## config.mk

```make
export PLATFORM = sky130hd
export DESIGN_NAME = pwm_ramp_sequencer_flat
export DESIGN_NICKNAME = d
export VERILOG_FILES = /design/src/rtl/pwm_ramp_sequencer_if.sv /design/src/rtl/pwm_ramp_sequencer.sv /design/src/flat_wrapper.sv
export SDC_FILE = /design/constraint.sdc
export NUM_CORES = 1
export LEC_CHECK = 0
export CORE_AREA = 5 5 175 177
export DETAILED_ROUTE_END_ITERATION = 10
export DIE_AREA = 0 0 180 182
export HOLD_SLACK_MARGIN = 0.1
export PLACE_DENSITY = 0.5
export SLEW_MARGIN = 40
export SYNTH_ARGS = -nofsm -noshare
export SYNTH_HDL_FRONTEND = slang
export SYNTH_SLANG_ARGS = --single-unit
```

## constraint.sdc

```tcl
create_clock -name clk -period 3.9 [get_ports clk]
set_clock_uncertainty 0.05 [all_clocks]
set_input_delay 0.78 -clock clk [delete_from_list [all_inputs] [get_ports clk]]
set_output_delay 0.78 -clock clk [all_outputs]
set_load 0.005 [all_outputs]
```

## src/rtl/pwm_ramp_sequencer_if.sv

```systemverilog
// Command channel of the PWM ramp sequencer: valid/ready handshake carrying
// a channel index, a target duty and a ramp step. The master issues commands
// and the sequencer is the slave.
interface pwm_ramp_sequencer_if #(
  parameter int CH     = 4,
  parameter int DW     = 5,
  parameter int STEP_W = 3
);
  localparam int CHW = (CH > 1) ? $clog2(CH) : 1;

  logic              cmd_valid;
  logic              cmd_ready;
  logic [CHW-1:0]    cmd_ch;
  logic [DW:0]       cmd_duty;
  logic [STEP_W-1:0] cmd_step;

  modport master (
    output cmd_valid,
    output cmd_ch,
    output cmd_duty,
    output cmd_step,
    input  cmd_ready
  );

  modport slave (
    input  cmd_valid,
    input  cmd_ch,
    input  cmd_duty,
    input  cmd_step,
    output cmd_ready
  );
endinterface

```

## src/rtl/pwm_ramp_sequencer.sv

```systemverilog
// Multi-channel PWM duty sequencer. One free-running period counter is shared
// by all channels; each channel ramps its current duty toward a commanded
// target by a fixed step once per PWM period, so duty only changes at period
// boundaries and the outputs never glitch.
// Optional feature: define PWM_SEQ_IRQ_EN to add a sticky-done interrupt
// (ports irq / irq_clr).
module pwm_ramp_sequencer #(
  parameter int CH     = 4,
  parameter int DW     = 5,
  parameter int STEP_W = 3
) (
  input  logic                       clk,
  input  logic                       rst_n,
  input  logic                       ena,
  pwm_ramp_sequencer_if.slave        cmd,
  output logic [CH-1:0]              pwm_out,
  output logic [CH-1:0]              busy,
  output logic [CH-1:0]              done,
  output logic                       period_tick
`ifdef PWM_SEQ_IRQ_EN
  ,
  output logic                       irq,
  input  logic                       irq_clr
`endif
);

  // Ramp arithmetic runs two bits wider than the counter so that
  // cur + step and tgt + step can never wrap.
  localparam int              CW      = DW + 2;
  localparam logic [DW:0]     FULL    = {1'b1, {DW{1'b0}}};
  localparam logic [DW-1:0]   CNT_MAX = '1;

  typedef enum logic {S_IDLE, S_RAMP} state_t;

  logic [DW-1:0]     cnt_q;
  logic              b_evt;
  logic              accept;
  logic [DW:0]       duty_clamped;
  logic [CH-1:0]     sel;

  logic [DW:0]       cur_q  [CH];
  logic [DW:0]       cur_d  [CH];
  logic [DW:0]       tgt_q  [CH];
  logic [DW:0]       tgt_d  [CH];
  logic [STEP_W-1:0] step_q [CH];
  logic [STEP_W-1:0] step_d [CH];
  state_t            state_q[CH];
  state_t            state_d[CH];
  logic [CH-1:0]     done_d;

  // One step toward the target; a zero step jumps straight there.
  function automatic logic [DW:0] ramp_next(input logic [DW:0]       cur,
                                            input logic [DW:0]       tgt,
                                            input logic [STEP_W-1:0] step);
    logic [CW-1:0] c;
    logic [CW-1:0] t;
    logic [CW-1:0] s;
    logic [DW:0]   r;
    c = CW'(cur);
    t = CW'(tgt);
    s = CW'(step);
    if (s == '0)
      r = tgt;
    else if (t > c)
      r = (c + s >= t) ? tgt : (DW+1)'(c + s);
    else
      r = (c >= t + s) ? (DW+1)'(c - s) : tgt;
    return r;
  endfunction

  assign cmd.cmd_ready = ena & rst_n;
  assign accept        = cmd.cmd_valid & cmd.cmd_ready;
  assign b_evt         = ena & (cnt_q == CNT_MAX);
  assign duty_clamped  = (cmd.cmd_duty > FULL) ? FULL : cmd.cmd_duty;

  // Decode which channel the accepted command targets; out-of-range indices
  // match no channel and are dropped after the handshake.
  always_comb begin
    for (int i = 0; i < CH; i++)
      sel[i] = accept && (int'(cmd.cmd_ch) == i);
  end

  // Per-channel next state: command capture, ramp step at the boundary,
  // and FSM transitions. The boundary step uses the pre-command tgt/step.
  always_comb begin
    for (int i = 0; i < CH; i++) begin
      // NOTE: every output of this block gets a default first, so no path
      // leaves a variable unassigned and no latch is inferred.
      cur_d[i]   = cur_q[i];
      tgt_d[i]   = tgt_q[i];
      step_d[i]  = step_q[i];
      state_d[i] = state_q[i];
      done_d[i]  = 1'b0;

      if (sel[i]) begin
        tgt_d[i]  = duty_clamped;
        step_d[i] = cmd.cmd_step;
      end

      unique case (state_q[i])
        S_IDLE: begin
          if (tgt_d[i] != cur_q[i])
            state_d[i] = S_RAMP;
        end
        S_RAMP: begin
          if (b_evt)
            cur_d[i] = ramp_next(cur_q[i], tgt_q[i], step_q[i]);
          if (cur_d[i] == tgt_d[i]) begin
            state_d[i] = S_IDLE;
            done_d[i]  = b_evt;
          end
        end
        default: state_d[i] = S_IDLE;
      endcase
    end
  end

  // Channel FSM state register.
  always_ff @(posedge clk) begin
    for (int i = 0; i < CH; i++) begin
      if (!rst_n)
        state_q[i] <= S_IDLE;
      else
        state_q[i] <= state_d[i];
    end
  end

  // Period counter, per-channel duty registers and registered outputs.
  // NOTE: sequential state uses non-blocking assignments so every register
  // samples the pre-edge values regardless of statement order.
  always_ff @(posedge clk) begin
    if (!rst_n) begin
      cnt_q       <= '0;
      period_tick <= 1'b0;
      pwm_out     <= '0;
      done        <= '0;
      // NOTE: the per-channel arrays are small register files that must
      // restart from zero (reset aborts ramps), so they are reset explicitly.
      for (int i = 0; i < CH; i++) begin
        cur_q[i]  <= '0;
        tgt_q[i]  <= '0;
        step_q[i] <= '0;
      end
    end else begin
      if (ena)
        cnt_q <= cnt_q + 1'b1;
      period_tick <= b_evt;
      done        <= done_d;
      for (int i = 0; i < CH; i++) begin
        pwm_out[i] <= ena & ({1'b0, cnt_q} < cur_q[i]);
        cur_q[i]   <= cur_d[i];
        tgt_q[i]   <= tgt_d[i];
        step_q[i]  <= step_d[i];
      end
    end
  end

  // A channel is busy while its FSM is ramping.
  always_comb begin
    for (int i = 0; i < CH; i++)
      busy[i] = (state_q[i] == S_RAMP);
  end

`ifdef PWM_SEQ_IRQ_EN
  logic [CH-1:0] sticky_q;

  // Sticky done flags feeding a registered interrupt; a set beats a clear.
  always_ff @(posedge clk) begin
    if (!rst_n) begin
      sticky_q <= '0;
      irq      <= 1'b0;
    end else begin
      sticky_q <= (irq_clr ? '0 : sticky_q) | done;
      irq      <= |sticky_q;
    end
  end
`endif

endmodule

```

## src/flat_wrapper.sv

```systemverilog
// flat-port wrapper written by rule: the top's interface ports become plain ports
module pwm_ramp_sequencer_flat 
#(
  parameter int CH     = 4,
  parameter int DW     = 5,
  parameter int STEP_W = 3
)
  (clk, rst_n, ena, pwm_out, busy, done, period_tick, cmd_cmd_valid, cmd_cmd_ch, cmd_cmd_duty, cmd_cmd_step, cmd_cmd_ready);
  pwm_ramp_sequencer_if #(.CH(CH), .DW(DW), .STEP_W(STEP_W)) cmd_i ();
  input  logic clk;
  input  logic rst_n;
  input  logic ena;
  output logic [CH-1:0] pwm_out;
  output logic [CH-1:0] busy;
  output logic [CH-1:0] done;
  output logic period_tick;
  input wire logic [$bits(cmd_i.cmd_valid)-1:0] cmd_cmd_valid;
  input wire logic [$bits(cmd_i.cmd_ch)-1:0] cmd_cmd_ch;
  input wire logic [$bits(cmd_i.cmd_duty)-1:0] cmd_cmd_duty;
  input wire logic [$bits(cmd_i.cmd_step)-1:0] cmd_cmd_step;
  output wire logic [$bits(cmd_i.cmd_ready)-1:0] cmd_cmd_ready;
  assign cmd_i.cmd_valid = cmd_cmd_valid;
  assign cmd_i.cmd_ch = cmd_cmd_ch;
  assign cmd_i.cmd_duty = cmd_cmd_duty;
  assign cmd_i.cmd_step = cmd_cmd_step;
  assign cmd_cmd_ready = cmd_i.cmd_ready;
  pwm_ramp_sequencer #(.CH(CH), .DW(DW), .STEP_W(STEP_W)) u_core (.clk(clk), .rst_n(rst_n), .ena(ena), .cmd(cmd_i), .pwm_out(pwm_out), .busy(busy), .done(done), .period_tick(period_tick));
endmodule
```

# --- Yosys cells after proc, flatten, opt, wreduce, memory -nomap -nowiden ---
# Memory sizes are Yosys's and may differ from the RTL's.
# Index checks and enable logic that the tools add are counted.
op_classes:
  n_eq_ne: 12
  mux: 67
  add_sub_neg: 13
  magnitude_cmp: 17
  n_reduce_logical: 13
  div: 0
  shifts: 0
  n_mul: 0
  n_bitwise: 27
ops:
  columns: ["operator", "n"]
  rows:
  - ["$mux W6", 41]
  - ["$add A6 B3 Y7", 8]
  - ["$ge A6 B7 Y1", 4]
  - ["$ge A7 B6 Y1", 4]
  - ["$eq A6 B6 Y1", 4]
  - ["$gt A6 B6 Y1", 4]
  - ["$lt A5 B6 Y1", 4]
  - ["$mux W3", 8]
  - ["$ne A6 B6 Y1", 4]
  - ["$sub A6 B3 Y6", 4]
  - ["$or A1 B1 Y1", 16]
  - ["$mux W1", 14]
  - ["$logic_not A3 Y1", 4]
  - ["$reduce_and A3 Y1", 4]
  - ["$pmux W1 S2", 4]
  - ["$and A1 B1 Y1", 7]
  - ["$gt A6 B6 Y1 const B", 1]
  - ["$add A5 B1 Y5 const B", 1]
  - ["$eq A5 B5 Y1 const B", 1]
  - ["$eq A2 B2 Y1 const B", 2]
  - ["$logic_and A1 B1 Y1", 4]
  - ["$not A1 Y1", 4]
  - ["$eq A2 B1 Y1 const B", 1]
  - ["$logic_not A2 Y1", 1]
word_totals:
  output_inout_bits: 14
  mem_bits_rw: 64
  latch_bits: 0
  memories: 4
  regBits: 14
  romBits: 0
memory_table:
  columns: ["memory", "depth", "word_bits", "rd", "rd_clocked_by_memory_dff", "write_ports", "line", "rtl"]
  rows:
  - ["u_core.cur_q", 4, 6, 4, 0, 4, "pwm_ramp_sequencer.sv:41", "logic [DW:0] cur_q [CH];"]
  - ["u_core.tgt_q", 4, 6, 4, 0, 4, "pwm_ramp_sequencer.sv:43", "logic [DW:0] tgt_q [CH];"]
  - ["u_core.step_q", 4, 3, 4, 0, 4, "pwm_ramp_sequencer.sv:45", "logic [STEP_W-1:0] step_q [CH];"]
  - ["u_core.state_q", 4, 1, 4, 0, 4, "pwm_ramp_sequencer.sv:47", "state_t state_q[CH];"]

# --- Depth between registers and ports, before layout ---
logic_depth:
  word_depth: 11
  ltp_mapped: 16
  ltp_nobuf: 16

# --- Least setup slack after synthesis ---
# OpenSTA, ideal clock, no wires.
synth_path:
  path_kind: "register to register"
  from: "mem u_core.cur_q[3][0] (netlist name)"
  to: "mem u_core.state_q[3] (netlist name)"
  period_less_slack_ns: 3.852
  path_stages_with_launch: 16
  path_slack_ns: 0.048
  required_time_ns: 3.734
  arrival_ns: 3.686
  path_cell_list: "dfxtp_1 > ha_1 > fa_1 > nor2b_4 > o21ai_1 > xnor2_1 > ha_1 > a21o_1 > nand2_1 > o311ai_4 > or2_1 > or4_1 > a41oi_1 > xor2_1 > or4_1 > o211a_1"
synth_rtl:
  columns: ["element", "line"]
  rows:
  - ["start: declaration", "pwm_ramp_sequencer.sv:41"]
  - ["end: declaration", "pwm_ramp_sequencer.sv:47"]

==> flow_summary.yaml <==
outcome:
  status: "complete, no violations"
critical_path:
  rr_startpoint: "u_core.step_q[3][0]"
  worst-r2r-setup-slack_ns: 0.03
  crit_chain: "ha_4 > fa_2 > nor2b_4 > o21ai_2 > xnor2_2 > ha_1 > a21o_1 > nand2_2 > o311ai_4 > or2_1 > or4_4 > a41oi_2 > xor2_1 > or4_4 > o211a_1"
  crit_family: "simple AND/OR/NAND/NOR gates"
  crit_type: "flop to flop"
  critPathMaxStageDelay_ns: 0.55
  critPathLaunch: "u_core.step_q[3][0]"
  path_buf_inv: 0
  path_depth: 15
  worst_r2r_path_depth: 15
  cp-end-kind: "flop"
  crit_path_top_delay_cell: "or4_4"
  required_ns: 4.10
  worstPathArrival_ns: 4.07
  path_max_fanout: 3
  start_kind: "flop"
  setup.worst_path.end: "u_core.state_q[3]"
  cpMostUsedCell: "or4_4"
  rr_endpoint: "u_core.state_q[3]"
floorplanning:
  core_region_area_sq_um: 29090
  die_y_um: 182
  io_pins: 29
  rows: 63
  die-area_sq_um: 32760
  die_x_um: 180
  start_util_pct: 29.31
routing:
  firstDrtPassIters: 5
  routed_wl_um: 26800
  vias_per_cell: 5.120
  ant_nets: 0
  routedWlPerCell_um: 17.29
  drc: 0
  dr_total_vias: 7936
  drt_iter0_markers: 425
worst_hold_path:
  hold_class: "flop to flop"
placement:
  post_dp_cell_area_sq_um: 9834
  portBuffers: 28
  hpwl_um: 21380
  place_congestion: 0.8760
  dp_cells: 1528
logic_synthesis:
  postSynthAreaPerCell_sq_um: 8.081
  synth-edff-count: 0
  syn_inst: 1055
  async_flop_share_pct: 0
  ys_ff_latch: 78
  synth_area_sq_um: 8526
  synth_fp_nets: 1208
  synth-main-ff-cell: "dfxtp_1"
  synth-seq-area-share_pct: 18.32
  yosysWarnings: 0
  yosysUniqueCellTypes: 83
cells_and_area:
  nets: 1308
  final_util_pct: 35.87
  layoutNonFillerInstCount: 1550
  final_cell_area_sq_um: 10430
  drive_gt1_share_pct: 17.41
  area_delta_synth_final_pct: 22.38
  nFillCells: 3001
  n_antenna_cell: 0
sta:
  slew_violations: 0
  tns_ns: 0
  worst_slew_margin_rel_pct: 43.10
  worst-slew-pin-transition_ns: 0.8469
  fmax_mhz: 258.4
  period_minus_slack_ns: 3.871
  rsz0062_at_grt: "true"
  setup_viol: 0
  hold_viol_final: 0
  min_period_over_period_pct: 99.24
pwr:
  p_clk_share_pct: 40.8
  combPwrFrac_pct: 17.2
  ir_drop_mv: 0.1921
  p_leak_nw: 4.347
  switching_share_pct: 28.86
  power_frac_seq_pct: 42.0
  p_per_area_nw_per_um2: 190.6
  internal_power_w: 0.001415
  p_switching_w: 0.0005740
clock_tree:
  htreeDepth: 3
  cts_root_buf: "clkbuf_16"
  clock_path_buffers: 2
  clk_pin_slew_worst_paths_ns: 0.06
  cts_made_buffers: 9
  cts.sinks: 78
  cts_tree: "built"
  insertion_delay_ns: 0.35
grt:
  track_usage_pct: 16.03
  overflow: 0
  antenna_found_initial: 0
  grt_pass1_vias: 7857
  grt_max_degree: 44
  grt_pass1_wl_um: 42950
run:
  maxCapViolations: 0
cell type report:
class	instances	area [sq um]	area share, %
Clock inverter	5	33.78	0.3238
Clock buffer	11	242.7	2.326
Multi-Input combinational cell	846	6714	64.35
Sequential cell	78	1570	15.05
Tap cell	390	488.0	4.677
Inverter	90	339.1	3.250
Timing Repair Buffer	130	1046	10.03
Yosys cell counts (18+ instances only):
master    number  share of area (%)
a211oi_1      18                1.6
a21o_1        21                1.8
a21oi_1       58                3.4
clkbuf_1      23                1.0
dfxtp_1       78                 18
ha_1         126                 18
inv_1         88                3.9
mux2i_1       45                5.3
nand2_1       44                1.9
nand3_1       18                1.1
nor2_1       119                5.2
nor2b_1       26                1.9
nor3_1        26                1.5
o21ai_0       50                2.9
xnor2_1       66                6.8
power groups by stage:
stage | clock (W) | sequential [W] | combinational [W]
after floorplan | 0 | 0.000843 | 0.000211
after global placement | 0 | 0.000853 | 0.000324
after detailed placement | 0 | 0.000853 | 0.000323
after CTS | 0.000830 | 0.000835 | 0.000325
after global routing | 0.000865 | 0.000838 | 0.000376
final | 0.000812 | 0.000835 | 0.000341
per-stage QoR:
stage | total power, W | hold slack (ns) | setup WS [ns]
2_1_floorplan | 0.001055 | 0.4398 | 0.04755
3_3_place_gp | 0.001177 | 0.4916 | -0.05773
3_5_place_dp | 0.001175 | 0.5046 | -0.1161
4_1_cts | 0.001990 | 0.5081 | 0.001013
5_1_grt | 0.002079 | 0.5692 | -0.09123
6_report | 0.001989 | 0.5068 | 0.02947
registers in the layout, indices dropped and copies added (netlist names):
name and count:
u_core.cnt_q 5, u_core.step_q 12, u_core.period_tick 1, u_core.done 4
u_core.cur_q 24, u_core.tgt_q 24, u_core.pwm_out 4, u_core.state_q 4
worst min path at each step:
stage	start	end	slack (ns)	cells after the start
6_report	u_core.state_q[1]	u_core.cur_q[1][1]	0.51	2
5_1_grt	u_core.state_q[1]	u_core.cur_q[1][1]	0.57	2
4_1_cts	u_core.state_q[1]	u_core.cur_q[1][1]	0.51	2
3_5_place_dp	u_core.step_q[1][0]	u_core.step_q[1][0]	0.50	2
3_3_place_gp	u_core.step_q[1][0]	u_core.step_q[1][0]	0.49	2
2_1_floorplan	u_core.state_q[1]	u_core.cur_q[1][1]	0.44	2
per-layer routing:
layer	global-route usage, %	share of wire [%]	vias up
met1	22.38	49	3709
met5	0	0	-
li1	-	-	3997
met3	2.103	3.9	38
met2	26.37	45	192
met4	3.688	1.8	0
repair_timing:
item | in CTS | in global routing
setup buffers | 1 | 5
setup endpoints to repair | 3 | 8
pin swaps | 4 | 25
hold endpoints to repair | 0 | 0
gates resized for setup | 5 | 62
hold buffers | 0 | 0
worst register-to-register path: stages (launching register included):
cell and delay (ns):
dfxtp_2 0.34, ha_4 0.17, fa_2 0.34, nor2b_4 0.14, o21ai_2 0.19, xnor2_2 0.15, ha_1 0.27, a21o_1 0.17
nand2_2 0.08, o311ai_4 0.09, or2_1 0.24, or4_4 0.43, a41oi_2 0.23, xor2_1 0.09, or4_4 0.55, o211a_1 0.21
placed cells by master (no fill, tap or decap), drive strengths merged, types with 5 or more instances in the layout:
master	count
xor2	17
nor2	120
dfxtp	78
a21boi	6
buf	102
clkbuf	11
nor4	8
o211ai	10
o2111ai	12
nor3	26
and3	13
clkdlybuf4s50	28
a221oi	8
nand3	18
a211oi	20
ha	126
a41oi	7
o31ai	5
o21a	5
xnor2	66
nand2	44
nand2b	14
a31oi	10
nor2b	27
inv	90
o21ai	55
a21oi	59
a21o	21
and2	5
or3	7
or2	7
fa	12
mux2i	45
nand4	13
cell families (layout without fill, tap and decap cells):
| kind of cell | Yosys count | after routing | share of synthesized area (%) |
|---|---|---|---|
| xor gates and xnor gates | 83 | 83 | 8.526 |
| and+or+nand+nor | 318 | 318 | 18.54 |
| buffers and inverters | 131 | 236 | 6.193 |
| muxes | 45 | 45 | 5.283 |
| AOI/OAI and AO/OA | 262 | 262 | 21.84 |
| adders and majority gates | 138 | 138 | 21.31 |
| DFF | 78 | 78 | 18.32 |
Power figures use the tool's default switching activity.
